**config.mk**
```make
export PLATFORM = sky130hd
export DESIGN_NAME = ram_access_controller
export DESIGN_NICKNAME = d
export VERILOG_FILES = /design/src/rtl/ram_access_controller_pkg.sv /design/src/rtl/ram_access_controller.sv
export SDC_FILE = /design/constraint.sdc
export NUM_CORES = 1
export LEC_CHECK = 0
export ABC_AREA = 1
export BUFFER_PORTS_ARGS = -buffer_cell sky130_fd_sc_hd__buf_2
export CAP_MARGIN = 10
export CELL_PAD_IN_SITES_DETAIL_PLACEMENT = 0
export CELL_PAD_IN_SITES_GLOBAL_PLACEMENT = 2
export CORE_UTILIZATION = 30
export CTS_BUF_LIST = sky130_fd_sc_hd__clkbuf_2
export CTS_CLUSTER_DIAMETER = 80
export CTS_CLUSTER_SIZE = 10
export DETAILED_ROUTE_END_ITERATION = 10
export PLACE_DENSITY_LB_ADDON = 0.1
export SYNTH_ARGS = -nofsm -noshare
export SYNTH_HDL_FRONTEND = slang
export SYNTH_SLANG_ARGS = --single-unit
```
**constraint.sdc**
```tcl
create_clock -name clock -period 3.3 [get_ports clock]
set_clock_uncertainty 0.15 [all_clocks]
set_input_delay 0.165 -clock clock [delete_from_list [all_inputs] [get_ports clock]]
set_output_delay 0.165 -clock clock [all_outputs]
set_load 0.02 [all_outputs]
```
**src/rtl/ram_access_controller_pkg.sv**
```systemverilog
// Shared definitions for the RAM access blocks: controller state encoding and
// default geometry. Optional burst support is selected by RAM_CTRL_BURST_EN.
package ram_access_controller_pkg;

    // Default geometry of the downstream RAM addresser.
    localparam int DEFAULT_ADDR_W       = 4;
    localparam int DEFAULT_DATA_W       = 4;
    localparam int DEFAULT_READ_LATENCY = 2;

    // Controller FSM states.
    typedef enum logic [1:0] {
        IDLE    = 2'd0,
        WRITE   = 2'd1,
        RD_WAIT = 2'd2,
        RESP    = 2'd3
    } ctrl_state_t;

endpackage

```
**src/rtl/ram_access_controller.sv**
```systemverilog
// ram_access_controller: accepts read/write commands, drives a registered
// address/data/mode interface to a RAM addresser with fixed read latency, and
// returns read data over a valid/ready response channel.
//
// Handshakes: a command transfers on a rising edge where cmd_valid and
// cmd_ready are both high; a response transfers on a rising edge where
// rsp_valid and rsp_ready are both high. rsp_valid/rsp_data/rsp_addr stay
// stable until that edge. Commands offered while busy are not accepted.
//
// Optional feature: define RAM_CTRL_BURST_EN to add the cmd_count port; a
// command then performs cmd_count+1 beats at incrementing (wrapping)
// addresses. Without it every command is a single beat.
module ram_access_controller
    import ram_access_controller_pkg::*;
#(
    parameter int ADDR_W       = DEFAULT_ADDR_W,
    parameter int DATA_W       = DEFAULT_DATA_W,
    parameter int READ_LATENCY = DEFAULT_READ_LATENCY
) (
    input  logic              clock,
    input  logic              reset,
    input  logic              cmd_valid,
    output logic              cmd_ready,
    input  logic              cmd_write,
    input  logic [ADDR_W-1:0] cmd_addr,
    input  logic [DATA_W-1:0] cmd_data,
`ifdef RAM_CTRL_BURST_EN
    input  logic [ADDR_W-1:0] cmd_count,
`endif
    output logic              rsp_valid,
    input  logic              rsp_ready,
    output logic [DATA_W-1:0] rsp_data,
    output logic [ADDR_W-1:0] rsp_addr,
    output logic [ADDR_W-1:0] ram_address,
    output logic [DATA_W-1:0] ram_data,
    output logic              ram_read_mode,
    output logic              ram_write_mode,
    input  logic [DATA_W-1:0] ram_data_out,
    output logic              busy,
    output ctrl_state_t       fsm_state
);

    // Wait counter must hold READ_LATENCY; keep at least one bit.
    localparam int CNT_W = (READ_LATENCY < 1) ? 1 : $clog2(READ_LATENCY + 1);
    localparam logic [CNT_W-1:0] LAT_LOAD = CNT_W'(READ_LATENCY);

    ctrl_state_t      state;
    logic [CNT_W-1:0] wait_cnt;
    logic             last_beat;

`ifdef RAM_CTRL_BURST_EN
    // Beats still to issue after the current one.
    logic [ADDR_W-1:0] beats_left;
    assign last_beat = (beats_left == '0);
`else
    assign last_beat = 1'b1;
`endif

    // Status decoded straight from the state register.
    assign cmd_ready = (state == IDLE);
    assign busy      = (state != IDLE);
    assign fsm_state = state;

    // Controller FSM with registered RAM drive and response outputs.
    always_ff @(posedge clock or posedge reset) begin
        if (reset) begin
            state          <= IDLE;
            wait_cnt       <= '0;
            rsp_valid      <= 1'b0;
            rsp_data       <= '0;
            rsp_addr       <= '0;
            ram_address    <= '0;
            ram_data       <= '0;
            ram_read_mode  <= 1'b1;
            ram_write_mode <= 1'b0;
`ifdef RAM_CTRL_BURST_EN
            beats_left     <= '0;
`endif
        end else begin
            case (state)
                IDLE: begin
                    if (cmd_valid) begin
                        ram_address <= cmd_addr;
`ifdef RAM_CTRL_BURST_EN
                        beats_left  <= cmd_count;
`endif
                        if (cmd_write) begin
                            ram_data       <= cmd_data;
                            ram_write_mode <= 1'b1;
                            ram_read_mode  <= 1'b0;
                            state          <= WRITE;
                        end else begin
                            ram_write_mode <= 1'b0;
                            ram_read_mode  <= 1'b1;
                            wait_cnt       <= LAT_LOAD;
                            state          <= RD_WAIT;
                        end
                    end
                end

                WRITE: begin
                    // One beat written per cycle; same data fills every beat.
                    if (last_beat) begin
                        ram_write_mode <= 1'b0;
                        ram_read_mode  <= 1'b1;
                        state          <= IDLE;
                    end else begin
                        ram_address <= ram_address + ADDR_W'(1);
`ifdef RAM_CTRL_BURST_EN
                        beats_left  <= beats_left - ADDR_W'(1);
`endif
                    end
                end

                RD_WAIT: begin
                    // ram_data_out is valid once the counter has run down.
                    if (wait_cnt == '0) begin
                        rsp_data  <= ram_data_out;
                        rsp_addr  <= ram_address;
                        rsp_valid <= 1'b1;
                        state     <= RESP;
                    end else begin
                        wait_cnt <= wait_cnt - CNT_W'(1);
                    end
                end

                RESP: begin
                    if (rsp_ready) begin
                        rsp_valid <= 1'b0;
                        if (last_beat) begin
                            state <= IDLE;
                        end else begin
                            ram_address <= ram_address + ADDR_W'(1);
`ifdef RAM_CTRL_BURST_EN
                            beats_left  <= beats_left - ADDR_W'(1);
`endif
                            wait_cnt    <= LAT_LOAD;
                            state       <= RD_WAIT;
                        end
                    end
                end

                default: state <= IDLE;
            endcase
        end
    end

endmodule

```
==> out/qor.csv, run 1 <==
stage,metric,value,unit
logic_synthesis,synth.distinct_cells,20,
die,start_util,31.9,%
logic_synthesis,yosysSeqAreaShare,58.3,%
routing,drt-initial-drc-count,46,
cts,cts.clk_slew.worst_paths,220,ps
setup_path,path_max_fanout,20,
setup_path,crit_slowest_cell,dfrtp_1,
global_routing,grt_pass1_vias,797,
setup_path,cp_top_family,simple AND/OR/NAND/NOR gates,
routing,wirelength,2050,um
setup_path,cp-start-kind,flip-flop,
global_routing,grt_max_degree,24,
global_routing,grtUsageTotal,13.2,%
logic_synthesis,synth-main-ff-cell,dfrtp_1,
power,cellLeakagePower,0.752,nW
die,core,3100,sq um
power,sw_frac_of_total,46.7,%
logic_synthesis,synth-warning-count,0,
setup_path,path_buf_inv,0,
power,pwr-share-clk,8.8,%
outcome,status,finished clean,
power,p_comb_share,50.6,%
cells_and_area,fillerInstances,346,
routing,drt-pass1-iter-count,4,
logic_synthesis,synth-seq-cells,23,
die,dieArea,3530,sq um
logic_synthesis,syn-cell-area,990,sq um
routing,vias,856,
timing,fin_crit,1870,ps
die,die_x,59.4,um
power,p_int,0.670,mW
setup_path,cp.required,3430,ps
die,rows,20,
routing,vias_per_cell,4.10,
timing,rsz0062_at_grt,false,
power,power_switching,0.586,mW
global_routing,antenna_found_initial,0,
die,dieHeight,59.4,um
logic_synthesis,synth_edf_count,0,
routing,wl_per_cell,9.81,um
flow_run,maxCapViolations,0,
cells_and_area,syn_to_final_growth,39.4,%
power,p_seq_share,40.6,%
cells_and_area,layout.nets,184,
setup_path,worstSetupEndpointType,flip-flop,
cells_and_area,seqCellArea,577,sq um
cts,cts_buffer_depth,2,
timing,relSlewSlack,41.7,%
cts,numCtsBuffers,3,
cts,cts_sinks,23,
setup_path,cp.arrival,2000,ps
timing,fin_crit_sh,56.6,%
cts,cts_root_buffer,clkbuf_2,
cts,htreeDepth,1,
timing,fin_ws,1430,ps
place,dp_hpwl,1460,um
cts,cts_tree,done,
die,ios,40,
routing,ant_nets,0,
logic_synthesis,synth.avg_cell_area,8.92,sq um
timing,fmax,0.536,GHz
hold_path,min_path_type,in -> reg,
timing,maxSlewViolCount,0,
timing,timing.hold.ws,29.4,ps
global_routing,grt_remaining_overflow,0,
logic_synthesis,netlist_instances,111,
timing,setup_viol,0,
global_routing,grt_pass1_wl,3430,um
place,place_congestion,0.642,
setup_path,max_stage_delay,640,ps
place,numPortBuffers,39,
cells_and_area,multiInputGateArea,322,sq um
power,vdd_drop_max,0.000279,V
timing,final_hold_viol_count,0,
logic_synthesis,syn_nets,129,
timing,setup_tns,0,ps
setup_path,crit_type,reg -> reg,
timing,tightest_slew,874,ps
logic_synthesis,ys_async_sr_fraction,100,%
power,p_per_area,911,nW/um^2
place,pre_cts_ws,1460,ps
cells_and_area,layout-drive-gt1-share,29.1,%
cells_and_area,n_antenna_cell,0,
setup_path,crit_path_cell_trace,"nand3_1, nand3_1, nand2_1, nand2_1",
routing,remaining_drc_errors,0,
cts,cts_setup_buffers,0,
cts,clk_latency,320,ps
-- path summary, 6_finish.rpt --
| path | cells past startpoint | slack [ps] | start | end |
|---|---|---|---|---|
| min reg2reg | 2 | 350 | wait_cnt[1] | wait_cnt[1] |
| min in group asynchronous | 3 | 370 | reset | ram_address[2] |
| max in group asynchronous | 3 | 2100 | reset | fsm_state[1] |
| min | 3 | 30 | cmd_write | ram_write_mode |
| max reg2reg | 4 | 1430 | fsm_state[1] | wait_cnt[0] |
| max | 4 | 1430 | fsm_state[1] | wait_cnt[0] |
-- power by group through the flow --
stage	sequential [mW]	combinational, mW	clock, mW
3_5_place_dp	0.518	0.635	0
5_1_grt	0.528	0.719	0.130
2_1_floorplan	0.648	0.313	0
3_3_place_gp	0.514	0.632	0
4_1_cts	0.511	0.648	0.118
6_report	0.510	0.636	0.111
-- timing repair --
| item | 4_1_cts | 5_1_grt |
|---|---|---|
| resized for setup | 0 | 0 |
| hold buffers | 14 | 0 |
| hold endpoints to repair | 36 | 0 |
-- layout make-up --
cell class	count	area share, %
Clock buffer	3	1.09
Clock inverter	1	0.363
Inverter	19	5.17
Multi-Input combinational cell	66	23.3
Sequential cell	23	41.8
Tap cell	44	3.99
Timing Repair Buffer	53	24.3
-- flip-flops by register name, indices dropped and copies added, names as in the netlist --
register        cells
ram_address         4
ram_read_mode       1
fsm_state           2
rsp_valid           1
ram_write_mode      1
rsp_addr            4
wait_cnt            2
rsp_data            4
ram_data            4
-- layout by cell type (no fill, tap or decap) --
cell type      netlist  final
a21oi_1              4      4
buf_2                1     39
clkbuf_2             0      3
clkinv_2             0      1
dfrtp_1             22     22
dfstp_2              1      1
dlygate4sd3_1        0     14
ha_1                 1      1
inv_1               18     18
inv_2                1      1
nand2_1             21     21
nand2_2              1      1
nand3_1              6      6
nand3_4              1      1
nand3b_1             1      1
nand4_1              1      1
nor2_1              11     11
nor2_2               1      1
o211ai_1             1      1
o21a_1               1      1
o21ai_0              3      3
o21ai_1             13     13
-- tightest hold or removal path, cell delays in order --
cell,delay [ps]
buf_2,130
nand3_4,130
nand2_1,60
-- stage by stage --
stage	cell area (sq um)	cells	utilization [%]	power [mW]
2_1_floorplan	990	111	-	0.961
5_1_grt	1380	209	44.5	1.38
4_1_cts	1380	209	44.5	1.28
3_3_place_gp	1220	191	39.3	1.15
6_report	1380	209	44.5	1.26
3_5_place_dp	1220	191	39.3	1.15
-- logic make-up (layout without fill, tap and decap cells) --
| logic type | after synthesis | in the layout | synth area share [%] |
|---|---|---|---|
| AND/OR/NAND/NOR | 43 | 43 | 19.6 |
| AO/OA/AOI/OAI | 22 | 22 | 11.6 |
| buffers and inverters | 22 | 76 | 9.23 |
| adder cells (fa/ha/maj) | 1 | 1 | 1.26 |
| flip-flops | 23 | 23 | 58.3 |
-- cells in the mapped netlist, types with 2 or more instances --
cell	n	share of area (%)
dfrtp_1	22	56
nand2_1	21	8.0
inv_1	18	6.8
o21ai_1	13	6.6
nor2_1	11	4.2
nand3_1	6	3.0
a21oi_1	4	2.0
o21ai_0	3	1.5
buf_4	2	1.5
-- metal layers --
layer | part of all wire [%] | vias up | GRT usage, %
li1 | - | 454 | -
met1 | 50 | 383 | 18.2
met2 | 45 | 17 | 19.4
met3 | 3.5 | 2 | 2.40
met4 | 1.1 | 0 | 7.14
met5 | 0 | - | 0
(Power assumes the default switching activity.)
==> inputs of run 2 (changes only) <==
--- a/config.mk
+++ b/config.mk
@@ -10,7 +10,7 @@
 export CAP_MARGIN = 10
 export CELL_PAD_IN_SITES_DETAIL_PLACEMENT = 0
 export CELL_PAD_IN_SITES_GLOBAL_PLACEMENT = 2
-export CORE_UTILIZATION = 30
+export CORE_UTILIZATION = 25
 export CTS_BUF_LIST = sky130_fd_sc_hd__clkbuf_2
 export CTS_CLUSTER_DIAMETER = 80
 export CTS_CLUSTER_SIZE = 10
==> constraint.sdc (replaced) <==
create_clock -name clock -period 1.7 [get_ports clock]
set_clock_uncertainty 0.15 [all_clocks]
set_input_delay 0.085 -clock clock [delete_from_list [all_inputs] [get_ports clock]]
set_output_delay 0.085 -clock clock [all_outputs]
set_load 0.02 [all_outputs]
==> out/qor.csv, run 2 (same netlist as run 1, synthesis figures left out) <==
stage,metric,value,unit,change
cts,cts.clk_slew.worst_paths,210,ps,about the same
timing,rsz0062_at_grt,false,,
power,pwr-share-clk,8.7,%,about the same
power,fin_total_pwr,2.57,mW,+100%
routing,wl_per_cell,10.6,um,+7.7%
die,start_util,26.6,%,-5.3 points
power,p_per_area,1770,nW/um^2,+94%
routing,vias_per_cell,4.10,,about the same
routing,drt-initial-drc-count,49,,+6.5%
cells_and_area,layout_common_cells,"buf_2, dfrtp_1, nand2_1, inv_1, dlygate4sd3_1",,
cts,htreeDepth,1,,unchanged
hold_path,min_path_type,in -> async,,
timing,fmax,0.642,GHz,
timing,setup_viol,0,,unchanged
setup_path,cp.arrival,1320,ps,-680 ps
timing,relSlewSlack,75.6,%,+34 points
global_routing,grt_max_degree,16,,-33%
place,numPortBuffers,39,,unchanged
place,place_congestion,0.762,,+19%
place,dp_hpwl,1650,um,+13%
cells_and_area,syn_to_final_growth,46.8,%,
timing,fin_crit,1560,ps,
setup_path,ff2ff_setup_slack,160,ps,-1270 ps
die,die_x,64.9,um,+9.2%
global_routing,grtUsageTotal,11.9,%,-1.2 points
power,p_seq_share,37.5,%,-3.1 points
setup_path,timing.rr.end,rsp_addr[0],,
cells_and_area,final_util,39.1,%,-5.4 points
setup_path,cp-start-kind,flip-flop,,
cells_and_area,n_antenna_cell,0,,unchanged
global_routing,grt_remaining_overflow,0,,unchanged
timing,setup_tns,0,ps,unchanged
timing,final_hold_viol_count,0,,unchanged
power,p_int,1.39,mW,+110%
cts,clk_latency,330,ps,about the same
power,p_comb_share,53.8,%,+3.2 points
global_routing,antenna_found_initial,0,,unchanged
timing,fin_crit_sh,91.6,%,
flow_run,maxCapViolations,0,,unchanged
setup_path,cp.required,1460,ps,-1970 ps
power,sw_frac_of_total,46.1,%,-0.55 points
setup_path,worstSetupEndpointType,primary output,,
setup_path,r2r-start,wait_cnt[0],,
routing,drt-pass1-iter-count,4,,unchanged
power,power_switching,1.19,mW,+100%
cells_and_area,layout_commonest_cell,buf_2,,
timing,maxSlewViolCount,0,,unchanged
die,dieHeight,64.9,um,+9.2%
routing,ant_nets,0,,unchanged
die,dieArea,4210,sq um,+19%
routing,wirelength,2310,um,+13%
cts,numCtsBuffers,3,,unchanged
cells_and_area,layout-drive-gt1-share,30.4,%,+1.3 points
timing,timing.hold.ws,66.5,ps,+37.1 ps
setup_path,crit_type,reg -> out,,
global_routing,grt_pass1_vias,882,,+11%
power,vdd_drop_max,0.000617,V,+120%
die,rows,22,,+10%
timing,tightest_slew,366,ps,-509 ps
outcome,status,finished clean,,
cts,cts_sinks,23,,unchanged
cts,cts_buffer_depth,2,,unchanged
die,core,3720,sq um,+20%
die,ios,40,,unchanged
routing,remaining_drc_errors,0,,unchanged
setup_path,worstRegToRegCells,6,,+2
cts,cts_tree,done,,
global_routing,grt_pass1_wl,3820,um,+11%
power,cellLeakagePower,0.786,nW,+4.6%
cts,cts_root_buffer,clkbuf_2,,
cells_and_area,layout.nets,190,,+3.3%
setup_path,path_max_fanout,5,,-75%
routing,vias,897,,+4.8%
-- run 2: area by class of cell --
cell class              count  area, sq um
clock buffers               4         20.0
fillers                   390         2260
inverters                  19         71.3
multi-input cells          66          327
flip-flops and latches     23          577
well taps                  48         60.1
repair buffers             59          398
-- run 2: worst max-delay path, stage by stage, from the launching register on --
cell	delay [ps]
dfrtp_1	450
buf_4	160
nor2_4	170
inv_1	60
buf_2	160
-- run 2: worst max path at each step --
stage                                 to          from  slack [ps]
after floorplan           ram_address[0]  fsm_state[0]         250
after global placement       rsp_data[3]   wait_cnt[0]         250
after detailed placement     rsp_data[1]   wait_cnt[0]         170
after CTS                      cmd_ready  fsm_state[0]          20
after global routing         rsp_addr[0]   wait_cnt[0]          30
final                               busy  fsm_state[0]         140
-- run 2: timing repair --
action	in CTS	in global routing
hold endpoints to repair	39	0
setup endpoints to repair	0	2
resized for setup	0	1
hold buffers	16	0
setup buffers	0	0
-- run 2: power by group through the flow --
| stage | Clock [mW] | Combinational [mW] | Sequential [mW] |
|---|---|---|---|
| 6_report | 0.224 | 1.38 | 0.964 |
| 3_3_place_gp | 0 | 1.35 | 0.972 |
| 3_5_place_dp | 0 | 1.37 | 0.976 |
| 4_1_cts | 0.242 | 1.40 | 0.965 |
| 5_1_grt | 0.262 | 1.52 | 1.01 |
| 2_1_floorplan | 0 | 0.608 | 1.26 |
-- run 2: stage by stage --
stage,area [sq um],worst slack (ps),cells
after floorplan,990,252,111
after global placement,1270,253,199
after detailed placement,1270,166,199
after CTS,1450,24.3,219
after global routing,1450,25.2,219
final,1450,143,219
-- run 2: per-layer routing --
metal	wire, um	track usage (%)	up-vias	share of wire [%]
met2	1110	20.3	23	48
li1	-	-	471	-
met1	1080	14.3	401	47
met3	104	3.70	2	4.5
met5	0	0	-	0
met4	20	3.33	0	0.86
==> inputs of run 3 (changes only) <==
--- a/config.mk
+++ b/config.mk
@@ -5,12 +5,11 @@
 export SDC_FILE = /design/constraint.sdc
 export NUM_CORES = 1
 export LEC_CHECK = 0
-export ABC_AREA = 1
 export BUFFER_PORTS_ARGS = -buffer_cell sky130_fd_sc_hd__buf_2
 export CAP_MARGIN = 10
 export CELL_PAD_IN_SITES_DETAIL_PLACEMENT = 0
 export CELL_PAD_IN_SITES_GLOBAL_PLACEMENT = 2
-export CORE_UTILIZATION = 25
+export CORE_UTILIZATION = 28
 export CTS_BUF_LIST = sky130_fd_sc_hd__clkbuf_2
 export CTS_CLUSTER_DIAMETER = 80
 export CTS_CLUSTER_SIZE = 10
==> out/qor.csv, run 3 <==
stage,metric,value,unit,change
cells_and_area,layout_commonest_cell,buf_2,,
setup_path,max_stage_delay,440,ps,about the same
logic_synthesis,yosysSeqAreaShare,59.2,%,+0.90 points
cts,clk_latency,310,ps,-20 ps
place,post_dp_cell_area,1270,sq um,about the same
routing,ant_nets,0,,unchanged
routing,wl_per_cell,11.0,um,+3.9%
cts,cts_root_buffer,clkbuf_2,,
global_routing,grt_pass1_vias,717,,-19%
cells_and_area,multiInputGateArea,360,sq um,+10%
global_routing,antenna_found_initial,0,,unchanged
logic_synthesis,synth_top_area_share,56.5,%,+0.86 points
flow_run,maxCapViolations,0,,unchanged
routing,remaining_drc_errors,0,,unchanged
timing,rsz0062_at_grt,false,,
cells_and_area,syn_to_final_growth,50.2,%,
logic_synthesis,synth-seq-cells,23,,unchanged
logic_synthesis,synth_edf_count,0,,unchanged
power,p_per_area,1790,nW/um^2,+1.4%
setup_path,cp.arrival,1670,ps,+350 ps
global_routing,grtUsageTotal,12.2,%,+0.22 points
timing,maxSlewViolCount,0,,unchanged
logic_synthesis,netlist_instances,73,,-34%
global_routing,grt_remaining_overflow,0,,unchanged
setup_path,path_common_cell,buf_4,,
logic_synthesis,synth.avg_cell_area,13.4,sq um,+50%
setup_path,worstSetupEndpointType,flip-flop,,
timing,setup_viol,0,,unchanged
routing,vias_per_cell,4.26,,+3.9%
logic_synthesis,synth.distinct_cells,22,,+10%
timing,fmax,0.631,GHz,-1.7%
global_routing,grt_max_degree,13,,-3
global_routing,grt_pass1_wl,3220,um,-16%
outcome,status,finished clean,,
logic_synthesis,syn-cell-area,975,sq um,-1.5%
setup_path,cp-start-kind,flip-flop,,
timing,fin_crit,1580,ps,+27.4 ps
die,dieHeight,61,um,-6.0%
cts,cts_tree,done,,
cells_and_area,final_area,1460,sq um,+0.78%
logic_synthesis,synth_top_cell_by_area,dfrtp_1,,
routing,vias,783,,-13%
power,fin_total_pwr,2.63,mW,+2.1%
hold_path,min_path_type,in -> async,,
die,rows,21,,-4.5%
cts,cts_sinks,23,,unchanged
place,dp_hpwl,1430,um,-13%
routing,drt-pass1-iter-count,4,,unchanged
timing,final_hold_viol_count,0,,unchanged
setup_path,cp_top_family,flip-flops,,
die,start_util,29.2,%,+2.6 points
timing,relSlewSlack,69.2,%,-6.4 points
setup_path,cp.required,1780,ps,+320 ps
setup_path,path_max_fanout,4,,-1
cts,htreeDepth,1,,unchanged
logic_synthesis,synth_common_cells,"dfrtp_1, mux2_2, nand2_1, inv_1",,
cells_and_area,layout.nets,157,,-17%
setup_path,crit_type,reg -> reg,,
power,vdd_drop_max,0.000577,V,-6.5%
setup_path,path_buf_inv,2,,-1
logic_synthesis,synthTopCellsByArea,"dfrtp_1, mux2_2, mux2_4",,
place,numPortBuffers,39,,unchanged
cells_and_area,layout_common_cells,"buf_2, dfrtp_1, dlygate4sd3_1, mux2_2",,
power,cellLeakagePower,0.738,nW,-6.2%
cells_and_area,n_antenna_cell,0,,unchanged
cells_and_area,layout-drive-gt1-share,50.0,%,+20 points
timing,tightest_slew,461,ps,+96.0 ps
routing,wirelength,2020,um,-13%
timing,fin_crit_sh,93.2,%,+1.6 points
logic_synthesis,synth-main-ff-cell,dfrtp_1,,
die,dieArea,3720,sq um,-12%
setup_path,crit_slowest_cell,dfrtp_1,,
routing,drt-initial-drc-count,21,,-57%
setup_path,crit_path_cell_trace,"buf_4, nor3b_4, buf_4, mux2_2",,
cts,cts.clk_slew.worst_paths,210,ps,about the same
die,core,3340,sq um,-10%
logic_synthesis,yosys.cell_count.top_type,dfrtp_1,,
cells_and_area,fillerInstances,344,,-12%
place,place_congestion,0.726,,-4.8%
timing,setup_tns,0,ps,unchanged
logic_synthesis,synth-warning-count,0,,unchanged
logic_synthesis,syn_nets,91,,-29%
cts,numCtsBuffers,3,,unchanged
die,die_x,61,um,-6.0%
die,ios,40,,unchanged
logic_synthesis,ys_async_sr_fraction,100,%,unchanged
cells_and_area,seqCellArea,577,sq um,unchanged
cts,cts_buffer_depth,2,,unchanged
run 3: path summary, 6_finish.rpt:
kind | startpoint | to | slack (ps) | cells past startpoint
setup reg to reg | fsm_state[1] | ram_address[2] | 120 | 4
max in group asynchronous | reset | rsp_data[2] | 750 | 4
min in group clock | ram_data_out[0] | rsp_data[0] | 370 | 3
hold reg to reg | rsp_data[3] | rsp_data[3] | 380 | 1
hold / removal | reset | ram_data[2] | 130 | 3
setup / recovery | fsm_state[1] | ram_address[2] | 120 | 4
run 3: repair_timing:
action	CTS	global route
setup buffers	0	1
hold endpoints to repair	40	0
endpoints found under the setup margin	0	1
gates resized for setup	0	0
hold buffers	17	0
run 3: tightest hold or removal path, stage by stage:
cell	delay, ps
dlygate4sd3_1	520
buf_2	110
inv_1	340
run 3: layout make-up:
class / instances / area share, %
clock buffer: 4 / 1.37
inverter: 5 / 1.28
multi-input combinational: 43 / 24.6
sequential: 23 / 39.4
tap: 46 / 3.93
timing repair buffer: 63 / 29.4
run 3: metal layers:
metal / vias to the layer above / part of all wire [%] / track usage (%)
met5: - / 0 / 0
met4: 0 / 0.94 / 5.84
met3: 2 / 3.6 / 1.92
met2: 16 / 50 / 19.8
met1: 387 / 46 / 15.8
li1: 378 / - / -
run 3: per-stage QoR:
stage / std cells / worst slack (ps) / util (%) / hold slack [ps]
after floorplan: 73 / 80.0 / - / -63.8
after global placement: 162 / 194 / 37.9 / -19.8
after detailed placement: 162 / 200 / 37.9 / -34.2
after CTS: 183 / 119 / 43.6 / 115
after global routing: 184 / 33.7 / 43.9 / 149
final: 184 / 116 / 43.9 / 127
run 3: power breakdown:
group	internal [mW]	total [mW]	leakage [nW]	switching (mW)
clock network	0.0623	0.217	0.0166	0.155
logic	0.667	1.42	0.452	0.753
registers	0.825	0.989	0.269	0.164
run 3: logic make-up after synthesis:
family | count (synthesis) | synth area share, %
simple gates | 16 | 9.37
compound gates | 10 | 6.29
buf+inv | 7 | 3.85
mux | 16 | 20.0
flops | 23 | 59.2
fa+ha+maj | 1 | 1.28
